<file path="src/rtl/prog_loader_if.sv">
// Byte-stream and instruction-memory bus of the boot loader.
// master: byte source / memory side; slave: prog_loader.
interface prog_loader_if;
  logic        rx_valid;
  logic [7:0]  rx_data;
  logic        rx_ready;
  logic        mem_we;
  logic [31:0] mem_addr;
  logic [31:0] mem_wdata;
  logic        cpu_run;
  logic        load_done;
  logic        load_err;

  modport master (
    output rx_valid,
    output rx_data,
    input  rx_ready,
    input  mem_we,
    input  mem_addr,
    input  mem_wdata,
    input  cpu_run,
    input  load_done,
    input  load_err
  );

  modport slave (
    input  rx_valid,
    input  rx_data,
    output rx_ready,
    output mem_we,
    output mem_addr,
    output mem_wdata,
    output cpu_run,
    output load_done,
    output load_err
  );
endinterface

</file>
<file path="src/rtl/prog_loader.sv">
// Boot loader: 16-bit word count header, then LE words to imem.
// Ports: clk, rst (async high), bus (rx in, mem/status out).
module prog_loader #(
  parameter int          DEPTH     = 1024,
  parameter logic [31:0] BASE_ADDR = 32'h0000_0000
) (
  input logic         clk,
  input logic         rst,
  prog_loader_if.slave bus
);
  localparam int          WW      = $clog2(DEPTH + 1);
  localparam logic [31:0] DEPTH_U = 32'(DEPTH);

  typedef enum logic [2:0] {
    HDR_LO,
    HDR_HI,
    DATA,
    WRITE,
    DONE,
    ERR
  } state_t;

  state_t        state;
  logic [1:0]    byte_idx;
  logic [WW-1:0] word_idx;
  logic [15:0]   count;

  logic        acc;
  logic [15:0] hdr;
  logic        last;

  assign acc  = bus.rx_valid & bus.rx_ready;
  assign hdr  = {bus.rx_data, count[7:0]};
  assign last = (32'(word_idx) + 32'd1)
                == 32'(count);

  always_ff @(posedge clk or posedge rst) begin
    if (rst) begin
      state         <= HDR_LO;
      byte_idx      <= '0;
      word_idx      <= '0;
      count         <= '0;
      bus.rx_ready  <= 1'b0;
      bus.mem_we    <= 1'b0;
      bus.mem_addr  <= BASE_ADDR;
      bus.mem_wdata <= '0;
      bus.cpu_run   <= 1'b0;
      bus.load_done <= 1'b0;
      bus.load_err  <= 1'b0;
    end else begin
      unique case (state)
        HDR_LO: begin
          // ready rises on the first edge out of reset
          bus.rx_ready <= 1'b1;
          if (acc) begin
            count[7:0] <= bus.rx_data;
            state      <= HDR_HI;
          end
        end
        HDR_HI: begin
          if (acc) begin
            count[15:8] <= bus.rx_data;
            if (hdr == 16'd0) begin
              state         <= DONE;
              bus.rx_ready  <= 1'b0;
              bus.cpu_run   <= 1'b1;
              bus.load_done <= 1'b1;
            end else if (32'(hdr) > DEPTH_U) begin
              state        <= ERR;
              bus.rx_ready <= 1'b0;
              bus.load_err <= 1'b1;
            end else begin
              state <= DATA;
            end
          end
        end
        DATA: begin
          if (acc) begin
            bus.mem_wdata[{byte_idx, 3'b000} +: 8]
              <= bus.rx_data;
            byte_idx <= byte_idx + 2'd1;
            if (byte_idx == 2'd3) begin
              state        <= WRITE;
              bus.mem_we   <= 1'b1;
              bus.rx_ready <= 1'b0;
            end
          end
        end
        WRITE: begin
          bus.mem_we   <= 1'b0;
          word_idx     <= word_idx + 1'b1;
          bus.mem_addr <= bus.mem_addr + 32'd4;
          if (last) begin
            state         <= DONE;
            bus.cpu_run   <= 1'b1;
            bus.load_done <= 1'b1;
          end else begin
            state        <= DATA;
            bus.rx_ready <= 1'b1;
          end
        end
        DONE: begin
          bus.rx_ready <= 1'b0;
        end
        ERR: begin
          bus.rx_ready <= 1'b0;
        end
        default: begin
          state        <= HDR_LO;
          bus.rx_ready <= 1'b0;
          bus.mem_we   <= 1'b0;
        end
      endcase
    end
  end
endmodule

</file>
<file path="src/flat_wrapper.sv">
// flat-port wrapper written by rule: the top's interface ports become plain ports
module prog_loader_flat 
#(
  parameter int          DEPTH     = 1024,
  parameter logic [31:0] BASE_ADDR = 32'h0000_0000
)
  (clk, rst, bus_rx_valid, bus_rx_data, bus_rx_ready, bus_mem_we, bus_mem_addr, bus_mem_wdata, bus_cpu_run, bus_load_done, bus_load_err);
  prog_loader_if bus_i ();
  input logic clk;
  input logic rst;
  input wire logic [$bits(bus_i.rx_valid)-1:0] bus_rx_valid;
  input wire logic [$bits(bus_i.rx_data)-1:0] bus_rx_data;
  output wire logic [$bits(bus_i.rx_ready)-1:0] bus_rx_ready;
  output wire logic [$bits(bus_i.mem_we)-1:0] bus_mem_we;
  output wire logic [$bits(bus_i.mem_addr)-1:0] bus_mem_addr;
  output wire logic [$bits(bus_i.mem_wdata)-1:0] bus_mem_wdata;
  output wire logic [$bits(bus_i.cpu_run)-1:0] bus_cpu_run;
  output wire logic [$bits(bus_i.load_done)-1:0] bus_load_done;
  output wire logic [$bits(bus_i.load_err)-1:0] bus_load_err;
  assign bus_i.rx_valid = bus_rx_valid;
  assign bus_i.rx_data = bus_rx_data;
  assign bus_rx_ready = bus_i.rx_ready;
  assign bus_mem_we = bus_i.mem_we;
  assign bus_mem_addr = bus_i.mem_addr;
  assign bus_mem_wdata = bus_i.mem_wdata;
  assign bus_cpu_run = bus_i.cpu_run;
  assign bus_load_done = bus_i.load_done;
  assign bus_load_err = bus_i.load_err;
  prog_loader #(.DEPTH(DEPTH), .BASE_ADDR(BASE_ADDR)) u_core (.clk(clk), .rst(rst), .bus(bus_i));
endmodule
</file>
<file path="config.mk">
export PLATFORM = sky130hd
export DESIGN_NAME = prog_loader_flat
export DESIGN_NICKNAME = d
export VERILOG_FILES = /design/src/rtl/prog_loader_if.sv /design/src/rtl/prog_loader.sv /design/src/flat_wrapper.sv
export SDC_FILE = /design/constraint.sdc
export NUM_CORES = 1
export LEC_CHECK = 0
export ABC_AREA = 1
export CORE_MARGIN = 2
export CORE_UTILIZATION = 25
export CTS_CLUSTER_SIZE = 8
export DETAILED_ROUTE_END_ITERATION = 10
export PLACE_DENSITY_LB_ADDON = 0.15
export SYNTH_ARGS = -nofsm -noshare
export SYNTH_HDL_FRONTEND = slang
export SYNTH_SLANG_ARGS = --single-unit
export TNS_END_PERCENT = 30
</file>
<file path="constraint.sdc">
create_clock -name clk -period 8.99 [get_ports clk]
set_input_delay 1.3485 -clock clk [delete_from_list [all_inputs] [get_ports clk]]
set_output_delay 1.3485 -clock clk [all_outputs]
set_load 0.005 [all_outputs]
</file>
* Yosys cells after proc, flatten, opt, wreduce, memory -nomap -nowiden *
Cells that the tools add are included.

operators by class
  add/sub/neg operators = 5
  magnitude comparators = 1
  equality and inequality tests = 15
  shift-type cells = 2
  muxes and demuxes = 23
  bitwise gates (word level) = 4
  reductions and logical operators = 13

operator list
  operator                count
  $add 32x3->32 const B   1
  $bwmux 32               1
  $eq 32x16->1            1
  $shift 8x7->32 const A  1
  $shiftx 8x7->32         1
  $mux 3                  7
  $gt 16x11->1 const B    1
  $logic_not 16->1        1
  $pmux 3 s5              1
  $add 11x1->12 const B   1
  $ne 2x1->1 const B      6
  $add 11x1->11 const B   1
  $mux 1                  11
  $reduce_and 5->1        2
  $reduce_and 4->1        2
  $neg 5->7               1
  $eq 3x2->1 const B      2
  $eq 3x3->1 const B      2
  $reduce_and 2->1        3
  $pmux 1 s2              2
  $pmux 1 s4              1
  $reduce_or 4->1         1
  $eq 3x1->1 const B      1
  $logic_not 3->1         1
  other kinds (9)         11

word-level totals
  register bits after elaboration = 100
  bits of input ports = 11
  output and inout port bits = 69
  logic and storage cells = 74

* Depth between registers and ports, before layout *
  depth in word-level cells = 5
  mapped depth = 15
  gate-level depth less buffers = 15

* Worst setup path before layout *
OpenSTA, ideal clock, no wires.

  path kind = input-to-reg
  from = input port bus_rx_data[0]
  to = register u_core.bus.rx_ready
  library setup time = 117 ps
  data arrival time = 2212 ps
  data required time = 8873 ps
  slack = 6662 ps
  stages on the path = 10
  buffers on the path = 0
  path through = nor2_1 -> nand3_1 -> nor3_1 -> nand2_1 -> o21ai_0 -> nand3_1 -> nand2_1 -> inv_1 -> nand3_1 -> nand2_1

on the way
  word-level cells in the longest chain between the ends = 4
  elaborated cells on any way between the ends = 7
  those cells by class = order compare: 1; eq/ne: 1; mux: 3; reduce/logical: 2

ends and longest elaborated chain
  what                                                  line                  source
  from (decl)                                           flat_wrapper.sv:12    input wire logic [$bits(bus_i.rx_data)-1:0] bus_rx_data;
  branches (longest 4 deep; another with $gt 16x11->1)  --
  to (signal assigned)                                  prog_loader.sv:54     bus.rx_ready <= 1'b1;
  to (signal assigned)                                  prog_loader.sv:65     bus.rx_ready <= 1'b0;
  to (signal assigned)                                  prog_loader.sv:70     bus.rx_ready <= 1'b0;
  to (decl)                                             prog_loader_if.sv:29  output rx_ready,

Parallel ways; which one is timed is not known. The select of a mux whose other input is x is not followed.
A chain may end at the register's enable or synchronous reset.

* Worst setup path in the final report *
Ends and elaborated chain as after synthesis.

==> results.cfg <==
[hold_path]
holdPathEnd = u_core.count[14]
hp-start = u_core.count[14]
whs_path_depth = 2
hp-class = reg2reg

[setup_path]
path_cells = clkdlybuf4s50_1 > nor2_1 > nand3_1 > nor3_1 > nand2_1 > o21ai_0 > nand3_1 > nand2_1 > inv_1 > nand3_1 > nand2_1
cp-start-kind = input port
r2r_start = u_core.byte_idx[0]
critPathSlowestCell = clkdlybuf4s50_1
critical_path_peak_fanout = 5
critPathLaunch = bus_rx_data[0]
arrival_ps = 3030
path_delay_family = simple AND/OR/NAND/NOR gates
cp_num_buf_inv = 2
worst-r2r-cell-count = 5
critPathKind = in2reg
slowest_delay_ps = 560
setup.worst_path.end_class = flop
ff2ff_setup_slack_ps = 6400
r2r_end = u_core.bus.mem_wdata[4]
crit_required_ps = 9230

[power]
total_power_uw = 900
p_sw_uw = 200
peakVddDrop_v = 0.0000953
seq_power_share_pct = 48.9
p_sw_share_pct = 22.2
p_int_uw = 701
pwr-share-comb_pct = 2.2
cellLeakagePower_nw = 3.04
clockPowerShare_pct = 48.9
power.density_mw_per_mm2 = 141

[clocking]
cts_hold_buffers = 0
htree_levels = 3
postCtsSetupRepairBufs = 0
postCtsResizedCells = 0
cts.sinks = 98
cts_root_buf = clkbuf_16
cts_tree = built
cts_buffers = 9
cts_buffer_depth = 2
clk_pin_slew_ps = 70
clkLatencyLatePin_ps = 350

[final_layout]
fill_cells = 2047
synthToLayoutAreaGrowth_pct = 27.8
fin_nets = 717
antenna_cells = 0
final_core_util_pct = 32.7
drive_above_1_share_pct = 5.97
final_area_mm2 = 0.00639

[floorplanning]
fp.coreArea_mm2 = 0.0195
num_rows = 51
io_pins = 80
start_util_pct = 25.6
die_w_um = 145
dieArea_mm2 = 0.0212
die_y_um = 145

[sta]
finalSetupViolCount = 0
min_period_ps = 2790
drv_slew = 0
tns_ps = 0
finalHoldViolations = 0
max_slew_margin_pct = 39.5
fin_crit_sh_pct = 31.1
final.setup_skew_ps = 15.8
rsz0062_at_grt = false
tightest_slew_ps = 901
fmax_mhz = 358

[grt]
grt_max_degree = 69
antenna_found_initial = 0
grt_pass1_vias = 4101
track_usage_pct = 12.6
grt_pass1_wl_mm = 21.5
grt_overflow = 0

[synth]
synthSimpleGateAreaFrac_pct = 28.6
synthCells = 620
synth_compound_area_share_pct = 7.28
synthMuxAreaShare_pct = 0
synth_xor_area_share_pct = 5.60
yosysSeqAreaShare_pct = 49.0
synthAdderAreaFrac_pct = 2.00
yosysUniqueCellTypes = 32
yosys_warnings = 0
ys_ff_latch = 98
synth.avg_cell_area_um2 = 8.07
synth_top_family_by_area = simple AND/OR/NAND/NOR gates
syn-cell-area_mm2 = 0.00500

[flow_run]
max_cap_viol_count = 0

[detailed_routing]
viasPerCell = 4.32
wl_per_cell_um = 13.7
antenna_left = 0
drtPass1Iterations = 4
drtIter0Drc = 169
wl_mm = 13.3
vias = 4181
remaining_drc_errors = 0

[outcome]
outcome = finished, final reports clean

[place]
dpl.hpwl_mm = 9.66
place_congestion = 0.791
port_buffers = 77
place_area_mm2 = 0.00606
==> worst register-to-register path, cell delays in order, from the launching register on <==
cell      delay (ps)
dfrtp_1          550
clkinv_1         330
ha_1             540
nor3_1           790
nand2_1          140
a21oi_1          180
==> cells in the mapped netlist <==
library cell  count  area share (%)
nor3_2            1            0.20
xor2_1           27             4.7
clkbuf_1          6            0.45
inv_2             4            0.30
o22ai_1           1            0.13
nor2_4            5             1.1
o21bai_1          2            0.30
nor2_2            7            0.88
nand2_2           2            0.25
ha_1              8             2.0
nor2_1           46             3.5
o21ai_0          49             4.9
nand2_1         155              12
inv_1            77             5.8
nand3_2           2            0.40
nand2_4           1            0.23
buf_1             1           0.075
o21ai_1           6            0.60
xnor2_1           5            0.88
a21oi_1          12             1.2
conb_1            1           0.075
nor3_4            1            0.33
nand4_1          15             1.9
a21o_1            1            0.15
dfrtp_1          98              49
nor3_1           19             1.9
buf_4             4            0.60
nand4_2           1            0.25
clkinv_1          2            0.15
buf_2             1            0.10
nor4_1            2            0.25
nand3_1          58             5.8
==> power groups by stage <==
stage	combinational, mW	clock, mW	sequential [mW]
after floorplan	0.00950	0	0.449
after global placement	0.0210	0	0.449
after detailed placement	0.0213	0	0.449
after CTS	0.0214	0.453	0.440
after global routing	0.0232	0.470	0.440
final	0.0201	0.440	0.440
==> layout make-up <==
class	count	area (um2)	area share, %
flip-flops and latches	98	2450	38.4
multi-input cells	428	2180	34.1
repair buffers	78	778	12.2
well taps	265	332	5.19
inverters	83	314	4.91
clock buffers	10	239	3.74
clock inverters	6	96.3	1.51
==> through the flow <==
step / cells / worst slack (ps) / hold WS (ps)
2_1_floorplan: 621 / 5080 / 453
3_5_place_dp: 952 / 5780 / 479
3_3_place_gp: 952 / 5870 / 481
4_1_cts: 968 / 6150 / 497
6_report: 968 / 6200 / 494
5_1_grt: 968 / 5990 / 512
==> routing by layer <==
metal  part of all wire [%]  up-vias  GRT usage, %
li1                       -     2138             -
met1                     50     1927          16.9
met2                     44       96          19.7
met3                    4.3       20          2.92
met4                    1.9        0          4.66
met5                      0        -             0
==> worst max path at each step <==
stage / endpoint / slack [ps] / depth (start not counted)
6_report: u_core.bus.rx_ready / 6200 / 11
5_1_grt: u_core.bus.rx_ready / 5990 / 11
4_1_cts: u_core.bus.rx_ready / 6150 / 11
3_5_place_dp: u_core.bus.rx_ready / 5780 / 11
3_3_place_gp: u_core.bus.rx_ready / 5870 / 9
2_1_floorplan: u_core.bus.cpu_run / 5080 / 1
==> kinds of logic after synthesis <==
family | after synthesis
compound gates | 71
xor+xnor | 32
fa+ha+maj | 8
buf+inv | 95
flops | 98
other cells | 1
simple gates | 315
==> cells in the final DEF, fill, tap and decap left out, types with 2 or more instances in the layout <==
cell type	n
nor2_4	5
nand4_1	15
clkinv_1	2
nor2_2	7
conb_1	2
nor2_1	46
nor4_1	2
bufinv_16	2
clkdlybuf4s50_1	77
xnor2_1	5
xor2_1	27
nand3_2	2
nand2_1	155
o21ai_0	49
nor3_1	19
nand3_1	58
inv_2	4
dfrtp_1	98
clkbuf_16	9
ha_1	8
a21oi_1	12
nand2_2	2
o21ai_1	6
o21bai_1	2
inv_1	76
==> registers in the layout, indices dropped and copies added (netlist names) <==
| register | count |
|---|---|
| u_core.bus.mem_wdata | 32 |
| u_core.bus.mem_addr | 30 |
| u_core.count | 16 |
| u_core.word_idx | 11 |
| u_core.state | 3 |
| u_core.byte_idx | 2 |
| u_core.bus.cpu_run | 1 |
| u_core.bus.load_err | 1 |
| u_core.bus.mem_we | 1 |
| u_core.bus.rx_ready | 1 |
(Power assumes the default switching activity.)
